[src/rtl/pipelined_segment_adder.sv]
// Wide add/subtract split into SEG-bit ripple segments, one register stage per segment.
// The carry is registered between stages, and a global stall holds the whole pipe under backpressure.
module pipelined_segment_adder #(
  parameter int WIDTH = 64,
  parameter int SEG   = 16
) (
  input  logic             clk,
  input  logic             rst_n,
  input  logic             in_valid,
  output logic             in_ready,
  input  logic [WIDTH-1:0] a,
  input  logic [WIDTH-1:0] b,
  input  logic             cin,
  input  logic             sub,
  output logic             out_valid,
  input  logic             out_ready,
  output logic [WIDTH-1:0] sum,
  output logic             cout,
  output logic             ovf
);

  localparam int NSEG = WIDTH / SEG;

  generate
    if (WIDTH % SEG != 0) begin : g_bad_cfg
      $error("pipelined_segment_adder: WIDTH (%0d) must be a multiple of SEG (%0d)", WIDTH, SEG);
    end
  endgenerate

  logic [NSEG-1:0]  vld_q;
  logic [NSEG-1:0]  c_q;
  logic [WIDTH-1:0] a_q [NSEG];
  logic [WIDTH-1:0] b_q [NSEG];
  logic [WIDTH-1:0] s_q [NSEG];
  logic             ovf_q;

  logic [WIDTH-1:0] a_in [NSEG];
  logic [WIDTH-1:0] b_in [NSEG];
  logic [WIDTH-1:0] s_in [NSEG];
  logic [WIDTH-1:0] s_nx [NSEG];
  logic [SEG:0]     seg_r [NSEG];
  logic [NSEG-1:0]  c_in;
  logic [NSEG-1:0]  v_in;
  logic [NSEG-1:0]  c_nx;
  logic             ovf_nx;
  logic             advance;

  assign advance   = !vld_q[NSEG-1] | out_ready;
  assign in_ready  = advance;
  assign out_valid = vld_q[NSEG-1];
  assign sum       = s_q[NSEG-1];
  assign cout      = c_q[NSEG-1];
  assign ovf       = ovf_q;

  // Stage k sees the operands, partial sum and carry that stage k-1 registered.
  // Stage 0 instead sees the prepared port values, with subtract done as a + ~b + 1.
  always_comb begin
    a_in[0] = a;
    b_in[0] = sub ? ~b : b;
    c_in[0] = sub | cin;
    s_in[0] = '0;
    v_in[0] = in_valid;
    for (int k = 1; k < NSEG; k++) begin
      a_in[k] = a_q[k-1];
      b_in[k] = b_q[k-1];
      c_in[k] = c_q[k-1];
      s_in[k] = s_q[k-1];
      v_in[k] = vld_q[k-1];
    end
    for (int k = 0; k < NSEG; k++) begin
      seg_r[k] = {1'b0, a_in[k][k*SEG +: SEG]} + {1'b0, b_in[k][k*SEG +: SEG]}
               + {{SEG{1'b0}}, c_in[k]};
      s_nx[k]  = s_in[k];
      s_nx[k][k*SEG +: SEG] = seg_r[k][SEG-1:0];
      c_nx[k]  = seg_r[k][SEG];
    end
    // The carry into the MSB is recovered from the top segment's MSB sum bit.
    ovf_nx = (a_in[NSEG-1][WIDTH-1] ^ b_in[NSEG-1][WIDTH-1] ^ seg_r[NSEG-1][SEG-1])
           ^ seg_r[NSEG-1][SEG];
  end

  // Data registers load only behind a valid operation, so the outputs keep their last result across bubbles.
  always_ff @(posedge clk or negedge rst_n) begin
    if (!rst_n) begin
      vld_q <= '0;
      c_q   <= '0;
      ovf_q <= 1'b0;
      for (int k = 0; k < NSEG; k++) begin
        a_q[k] <= '0;
        b_q[k] <= '0;
        s_q[k] <= '0;
      end
    end else if (advance) begin
      vld_q <= v_in;
      for (int k = 0; k < NSEG; k++) begin
        if (v_in[k]) begin
          a_q[k] <= a_in[k];
          b_q[k] <= b_in[k];
          s_q[k] <= s_nx[k];
          c_q[k] <= c_nx[k];
        end
      end
      if (v_in[NSEG-1]) ovf_q <= ovf_nx;
    end
  end

endmodule
[config.mk]
export PLATFORM = sky130hd
export DESIGN_NAME = pipelined_segment_adder
export DESIGN_NICKNAME = d
export VERILOG_FILES = /design/src/rtl/pipelined_segment_adder.sv
export SDC_FILE = /design/constraint.sdc
export NUM_CORES = 1
export LEC_CHECK = 0
export ABC_AREA = 1
export CAP_MARGIN = 20
export CORE_UTILIZATION = 45
export CTS_BUF_LIST = sky130_fd_sc_hd__clkbuf_4 sky130_fd_sc_hd__clkbuf_8 sky130_fd_sc_hd__clkbuf_16
export CTS_CLUSTER_DIAMETER = 60
export DETAILED_ROUTE_END_ITERATION = 16
export PLACE_DENSITY = 0.66
export SYNTH_ARGS = -nofsm -noshare
export SYNTH_HDL_FRONTEND = slang
export SYNTH_SLANG_ARGS = --single-unit
[constraint.sdc]
create_clock -name clk -period 2.2 [get_ports clk]
set_input_delay 0.22 -clock clk [delete_from_list [all_inputs] [get_ports clk]]
set_output_delay 0.22 -clock clk [all_outputs]
set_load 0.005 [all_outputs]
==> flow_metrics.env, run 1 <==
export IMPL_synth_area_top_cells="dfrtp_1 52%, nand2_1 19%, o21ai_0 5.8%, ha_1 4.3%, inv_1 4.1%"
export IMPL_cp_required_ns=1.98
export IMPL_portBuffers=201
export IMPL_path_class="reg -> out"
export IMPL_synthToLayoutAreaGrowth_pct=24.23
export IMPL_cts_buffers=39
export IMPL_clock_path_buffers=3
export IMPL_yosys_cell_count_top_type="nand2_1"
export IMPL_io_pins=202
export IMPL_synth_top_flop_cell="dfrtp_1"
export IMPL_vias_per_cell=4.833
export IMPL_tns_ns=0
export IMPL_antenna_cells=0
export IMPL_slowest_delay_ns=0.49
export IMPL_arrival_ns=1.90
export IMPL_cp_slowest_cell="clkdlybuf4s50_1"
export IMPL_swShare=0.3623
export IMPL_yosys_warnings=0
export IMPL_fmax_mhz=472.6
export IMPL_p_int_mw=18.36
export IMPL_cts_sinks=361
export IMPL_max_slew_margin=0.4608
export IMPL_synth_edf_count=0
export IMPL_hold_path_class="in -> async"
export IMPL_synth_top_area_share=0.5225
export IMPL_die_x_um=198.0
export IMPL_clkTransAtPathRegs_ns=0.06
export IMPL_worstMarginPinSlew_ns=0.8089
export IMPL_dp_cells=2763
export IMPL_drive_above_1_share=0.05343
export IMPL_layoutNonFillerInstCount=2832
export IMPL_syn_area_um2=17290
export IMPL_first_pass_iters=5
export IMPL_hpwl_um=29310
export IMPL_dieHeight_um=198.0
export IMPL_dp_slack_ns=-0.2459
export IMPL_htreeDepth=2
export IMPL_async_reset_ff_frac=1.000
export IMPL_slew_viol_final=0
export IMPL_grt_pass1_vias=13500
export IMPL_post_synth_cell_area_avg_um2=8.226
export IMPL_antenna_found_initial=3
export IMPL_seqPwrFrac=0.373
export IMPL_fin_nets=2496
export IMPL_initial_utilization=0.4580
export IMPL_fin_skew_ns=0.01527
export IMPL_post_cts_setup_buffers=0
export IMPL_grt_max_degree=99
export IMPL_p_sw_mw=10.43
export IMPL_status="finished clean"
export IMPL_wl_per_cell_um=14.23
export IMPL_nFillCells=3453
export IMPL_yosysSeqAreaShare=0.5225
export IMPL_ant_nets=0
export IMPL_cts_tree="done"
export IMPL_drtIter0Drc=751
export IMPL_setup_viol=0
export IMPL_p_leak_nw=10.84
export IMPL_p_per_area_nw_per_um2=1340
export IMPL_postSynthCellCount=2102
export IMPL_synth_nets=2304
export IMPL_design_area_um2=21480
export IMPL_setup_ws_ns=0.08389
export IMPL_yosysTopAreaCell="dfrtp_1"
export IMPL_start_kind="flop"
export IMPL_gp_congestion=0.8534
export IMPL_min_period_over_period=0.9619
export IMPL_synthDistinctLibCells=27
export IMPL_vias=13690
export IMPL_cap_viol_max_count=0
export IMPL_grt_pass1_wl_um=67100
export IMPL_end_kind="primary output"
export IMPL_drt_total_wl_um=40310
export IMPL_synth_seq_cells=361
export IMPL_clock_root_buffer="clkbuf_16"
export IMPL_period_minus_slack_ns=2.116
export IMPL_path_max_fanout=6
export IMPL_hold_viol_final=0
export IMPL_die_area_um2=39210
export IMPL_clk_latency_ns=0.53
export IMPL_drc_errors=0
export IMPL_clockPowerShare=0.245
export IMPL_rows=71
export IMPL_power_frac_comb=0.382
export IMPL_utilization=0.5689
export IMPL_ir_drop_mv=0.6049
export IMPL_dpl_cell_area_um2=20030
export IMPL_grt_overflow_total=0
export IMPL_grtUsageTotal=0.2141
export IMPL_coreArea_um2=37760
export IMPL_crit_chain="inv_1 -> nor2_4 -> inv_2 -> clkdlybuf4s50_1"
export IMPL_synth_top_cells_by_count="883 x nand2_1, 361 x dfrtp_1, 200 x o21ai_0"
-- logic make-up after synthesis --
family / count (synthesis) / share of synthesized area
adders and majority gates: 68 / 0.05268
AOI/OAI and AO/OA: 274 / 0.08025
DFF: 361 / 0.5225
xor gates and xnor gates: 88 / 0.04458
and+or+nand+nor: 1038 / 0.2369
buffers and inverters: 273 / 0.06310
-- area by class of cell --
class	instances	area, um2	area share
sequential	361	9034	0.4205
clock inverter	12	220.2	0.01025
tap	511	639.4	0.02976
inverter	191	718.2	0.03343
timing repair buffer	233	2470	0.1150
clock buffer	56	1189	0.05534
multi-input combinational	1468	7211	0.3357
-- repair_timing --
action | in CTS | in global routing
hold buffers | 1 | 0
setup endpoints to repair | 2 | 18
endpoints found under the hold margin | 173 | 0
resized for setup | 1 | 8
-- through the flow --
step	power [mW]	hold slack (ns)
after floorplan	17.63	-0.07559
after global placement	21.60	0.1101
after detailed placement	21.88	0.1157
after CTS	29.09	0.1625
after global routing	31.18	0.1762
final	28.79	0.1611
-- final timing paths --
| kind | cells past startpoint | from | endpoint | slack [ns] |
|---|---|---|---|---|
| worst max-delay path | 4 | vld_q[3] | in_ready | 0.08 |
| worst min-delay path | 2 | rst_n | a_in[163] | 0.16 |
| worst max register to register | 10 | a_in[96] | s_in[42] | 0.18 |
| worst min register to register | 2 | s_in[8] | sum[8] | 0.46 |
| max in group asynchronous | 3 | rst_n | s_in[14] | 1.23 |
| min in group clk | 5 | sub | s_in[128] | 0.23 |
-- worst max-delay path: cells and delay by family, from the launching register on --
family        cells  cell delay [ns]
buf+inv           3             0.73
flops             1             0.40
simple gates      1             0.25
-- power by group through the flow --
stage / registers (mW) / logic (mW) / clock network, mW
finish: 10.7 / 11.0 / 7.05
global route: 11.0 / 12.7 / 7.46
CTS: 10.8 / 11.1 / 7.21
detailed placement: 10.8 / 11.0 / 0
global placement: 10.8 / 10.8 / 0
floorplan: 10.4 / 7.19 / 0
-- layout by cell type, fill, tap and decap left out, types with 2 or more instances in the layout --
| master | count |
|---|---|
| o21ai_1 | 17 |
| bufinv_16 | 6 |
| a21oi_1 | 50 |
| clkdlybuf4s50_1 | 199 |
| inv_1 | 186 |
| clkinvlp_4 | 4 |
| nand2_1 | 882 |
| nand3_2 | 2 |
| o21bai_1 | 5 |
| nor3_1 | 7 |
| nor2_4 | 4 |
| ha_1 | 60 |
| o21ai_0 | 200 |
| nor2_1 | 49 |
| and2_1 | 3 |
| xor2_1 | 17 |
| buf_4 | 15 |
| or2_2 | 4 |
| clkinv_2 | 3 |
| fa_2 | 6 |
| clkbuf_4 | 7 |
| nand3b_1 | 17 |
| inv_2 | 4 |
| dfrtp_1 | 361 |
| buf_12 | 17 |
| clkbuf_16 | 41 |
| fa_1 | 2 |
| nand3_1 | 66 |
| clkbuf_8 | 8 |
| xnor2_1 | 71 |
| nand4_1 | 2 |
-- per-layer routing --
layer  global-route usage  routed length, um
met5                    0                 40
met4              0.06316                978
met3              0.03373               1689
met2               0.3569              18820
met1               0.2877              18780
-- sequential cells by signal, indices dropped and copies added, names as in the netlist --
register and cells:
c_q 4, a_in 96, vld_q 4, ovf 1, b_in 96, sum 64
s_in 96
No activity file was read; power rests on OpenSTA's default activity.
==> inputs of run 2 (changes only) <==
--- a/config.mk
+++ b/config.mk
@@ -7,11 +7,11 @@
 export LEC_CHECK = 0
 export ABC_AREA = 1
 export CAP_MARGIN = 20
-export CORE_UTILIZATION = 45
+export CORE_UTILIZATION = 25
 export CTS_BUF_LIST = sky130_fd_sc_hd__clkbuf_4 sky130_fd_sc_hd__clkbuf_8 sky130_fd_sc_hd__clkbuf_16
 export CTS_CLUSTER_DIAMETER = 60
 export DETAILED_ROUTE_END_ITERATION = 16
-export PLACE_DENSITY = 0.66
+export SETUP_SLACK_MARGIN = 0.3
 export SYNTH_ARGS = -nofsm -noshare
 export SYNTH_HDL_FRONTEND = slang
 export SYNTH_SLANG_ARGS = --single-unit
==> run 2 against run 1 <==
- global-route usage shrank 8.0 points
- final area is 4.7% higher
- routed wire length increased by 16%
- first-iteration DRC count up 17%
- via count shrank 0.21%
- setup slack gained 0.082 ns
- cell count grew 14%
- worst hold slack better by 0.033 ns
- count of clock-buffer cells in the layout is 3 higher
- clock power up 10%
- sequential share of layout area fell by 1.9 points
- critical endpoint is now sum[56]
==> flow_metrics.env, run 2 (synthesis gave the netlist of run 1 again) <==
export IMPL_final_common_cell="nand2_1"
export IMPL_grt_pass1_vias=13430
export IMPL_hpwl_um=33710
export IMPL_fin_nets=2522
export IMPL_clkTransAtPathRegs_ns=0.06
export IMPL_vias=13660
export IMPL_path_class="reg -> reg"
export IMPL_grt_overflow_total=0
export IMPL_swShare=0.3712
export IMPL_cts_tree="done"
export IMPL_vias_per_cell=4.217
export IMPL_critPathTopFamily="adder cells"
export IMPL_final_cell_mix="854 x nand2_1, 361 x dfrtp_1, 198 x clkdlybuf4s50_1"
export IMPL_seqPwrFrac=0.356
export IMPL_p_per_area_nw_per_um2=1340
export IMPL_path_common_cell="nand2_2"
export IMPL_min_period_over_period=0.9244
export IMPL_grt_max_degree=90
export IMPL_end_kind="flop"
export IMPL_tns_ns=0
export IMPL_rsz0062_at_grt="true"
export IMPL_max_slew_margin=0.6620
export IMPL_start_kind="flop"
export IMPL_slowest_delay_ns=0.42
export IMPL_crit_chain="fa_2 -> fa_2 -> nand2_2 -> nand2_2 -> nand3b_1 -> nand2_2 -> or2_4 -> nand3_2 -> nand2_1"
export IMPL_rows=96
export IMPL_io_pins=202
export IMPL_dieHeight_um=265.0
export IMPL_ir_drop_mv=0.5980
export IMPL_clock_path_buffers=3
export IMPL_worstMarginPinSlew_ns=0.5070
export IMPL_power_frac_comb=0.386
export IMPL_initial_utilization=0.2525
export IMPL_path_depth=9
export IMPL_clk_latency_ns=0.56
export IMPL_utilization=0.3284
export IMPL_path_max_fanout=5
export IMPL_synthToLayoutAreaGrowth_pct=30.04
export IMPL_hold_path_class="in -> async"
export IMPL_p_leak_nw=11.13
export IMPL_clock_root_buffer="clkbuf_16"
export IMPL_worstReg2RegStart="a_in[48]"
export IMPL_antenna_found_initial=3
export IMPL_drc_errors=0
export IMPL_worst_path_buf_inv=0
export IMPL_period_minus_slack_ns=2.034
export IMPL_p_int_mw=18.95
export IMPL_cap_viol_max_count=0
export IMPL_drive_above_1_share=0.08921
export IMPL_ant_nets=0
export IMPL_grtUsageTotal=0.1342
export IMPL_coreArea_um2=68470
export IMPL_portBuffers=201
export IMPL_fmax_mhz=491.7
export IMPL_die_x_um=265.0
export IMPL_die_area_um2=70220
export IMPL_gp_congestion=0.8627
export IMPL_wl_per_cell_um=14.40
export IMPL_cts_sinks=361
export IMPL_cp_required_ns=2.65
export IMPL_clockPowerShare=0.258
export IMPL_status="finished clean"
export IMPL_r2r_end="sum[56]"
export IMPL_setup_viol=0
export IMPL_cts_buffers=43
export IMPL_htreeDepth=2
export IMPL_drtIter0Drc=877
export IMPL_grt_pass1_wl_um=74420
export IMPL_arrival_ns=2.48
export IMPL_cp_slowest_cell="fa_2"
export IMPL_first_pass_iters=6
export IMPL_slew_viol_final=0
export IMPL_hold_viol_final=0
export IMPL_fin_skew_ns=0.02055
export IMPL_drt_total_wl_um=46640
export IMPL_r2r_slack_ns=0.17
export IMPL_p_sw_mw=11.19
export IMPL_rr_worst_depth=9
## run 2: cell count changes in the layout (fill, tap and decap cells not counted), sizes merged
cell	before	now
clkinv	3	11
diode	0	3
inv	190	193
clkbuf	56	59
buf	33	55
clkdlybuf4s15	0	1
clkdlybuf4s50	199	198
clkinvlp	4	1
## run 2: area by class of cell
type	count	area, um2
antenna	3	7.507
clock buffer	59	1276
clock inverter	20	300.3
fill	7179	45980
inverter	191	721.9
multi-input combinational	1468	7452
sequential	361	9034
tap	882	1104
timing repair buffer	255	2589
## run 2: per-stage QoR
stage | power, mW | hold WS, ns | instances | cell area, um2 | setup WS (ns)
6_report | 30.13 | 0.1941 | 3239 | 22480 | 0.1663
3_5_place_dp | 22.06 | 0.1754 | 3144 | 20580 | -0.1268
2_1_floorplan | 17.70 | -0.07559 | 2102 | 17370 | 0.2171
5_1_grt | 32.59 | 0.1907 | 3239 | 22480 | 0.06829
3_3_place_gp | 21.84 | 0.1804 | 3144 | 20580 | -0.1418
4_1_cts | 30.27 | 0.1620 | 3230 | 22300 | 0.1437
## run 2: how the worst max path moves through the flow
stage	startpoint	to	slack, ns
final	a_in[48]	sum[56]	0.17
after global routing	a_in[48]	ovf	0.07
after CTS	a_in[48]	ovf	0.14
after detailed placement	b[0]	s_in[140]	-0.13
after global placement	b[0]	s_in[142]	-0.14
after floorplan	sub	s_in[136]	0.22
## run 2: routing by layer
metal | routed length (um) | GRT usage | part of all wire | vias to the layer above
li1 | - | - | - | 7015
met4 | 1343 | 0.04718 | 0.029 | 0
met2 | 21780 | 0.2186 | 0.47 | 209
met3 | 1381 | 0.01765 | 0.030 | 63
met1 | 22140 | 0.1823 | 0.47 | 6371
met5 | 0 | 0 | 0 | -
## run 2: timing repair
| item | in CTS | in global routing |
|---|---|---|
| hold buffers | 1 | 0 |
| gates resized for setup | 30 | 37 |
| setup endpoints to repair | 20 | 31 |
| hold endpoints to repair | 100 | 0 |
| buffers inserted | 6 | 6 |
| pin swaps | 23 | 20 |
## run 2: power groups by stage
| stage | combinational (mW) | clock (mW) | sequential, mW |
|---|---|---|---|
| after floorplan | 7.24 | 0 | 10.5 |
| after global placement | 11.0 | 0 | 10.8 |
| after detailed placement | 11.2 | 0 | 10.9 |
| after CTS | 11.5 | 8.01 | 10.8 |
| after global routing | 13.3 | 8.25 | 11.1 |
| final | 11.6 | 7.76 | 10.7 |
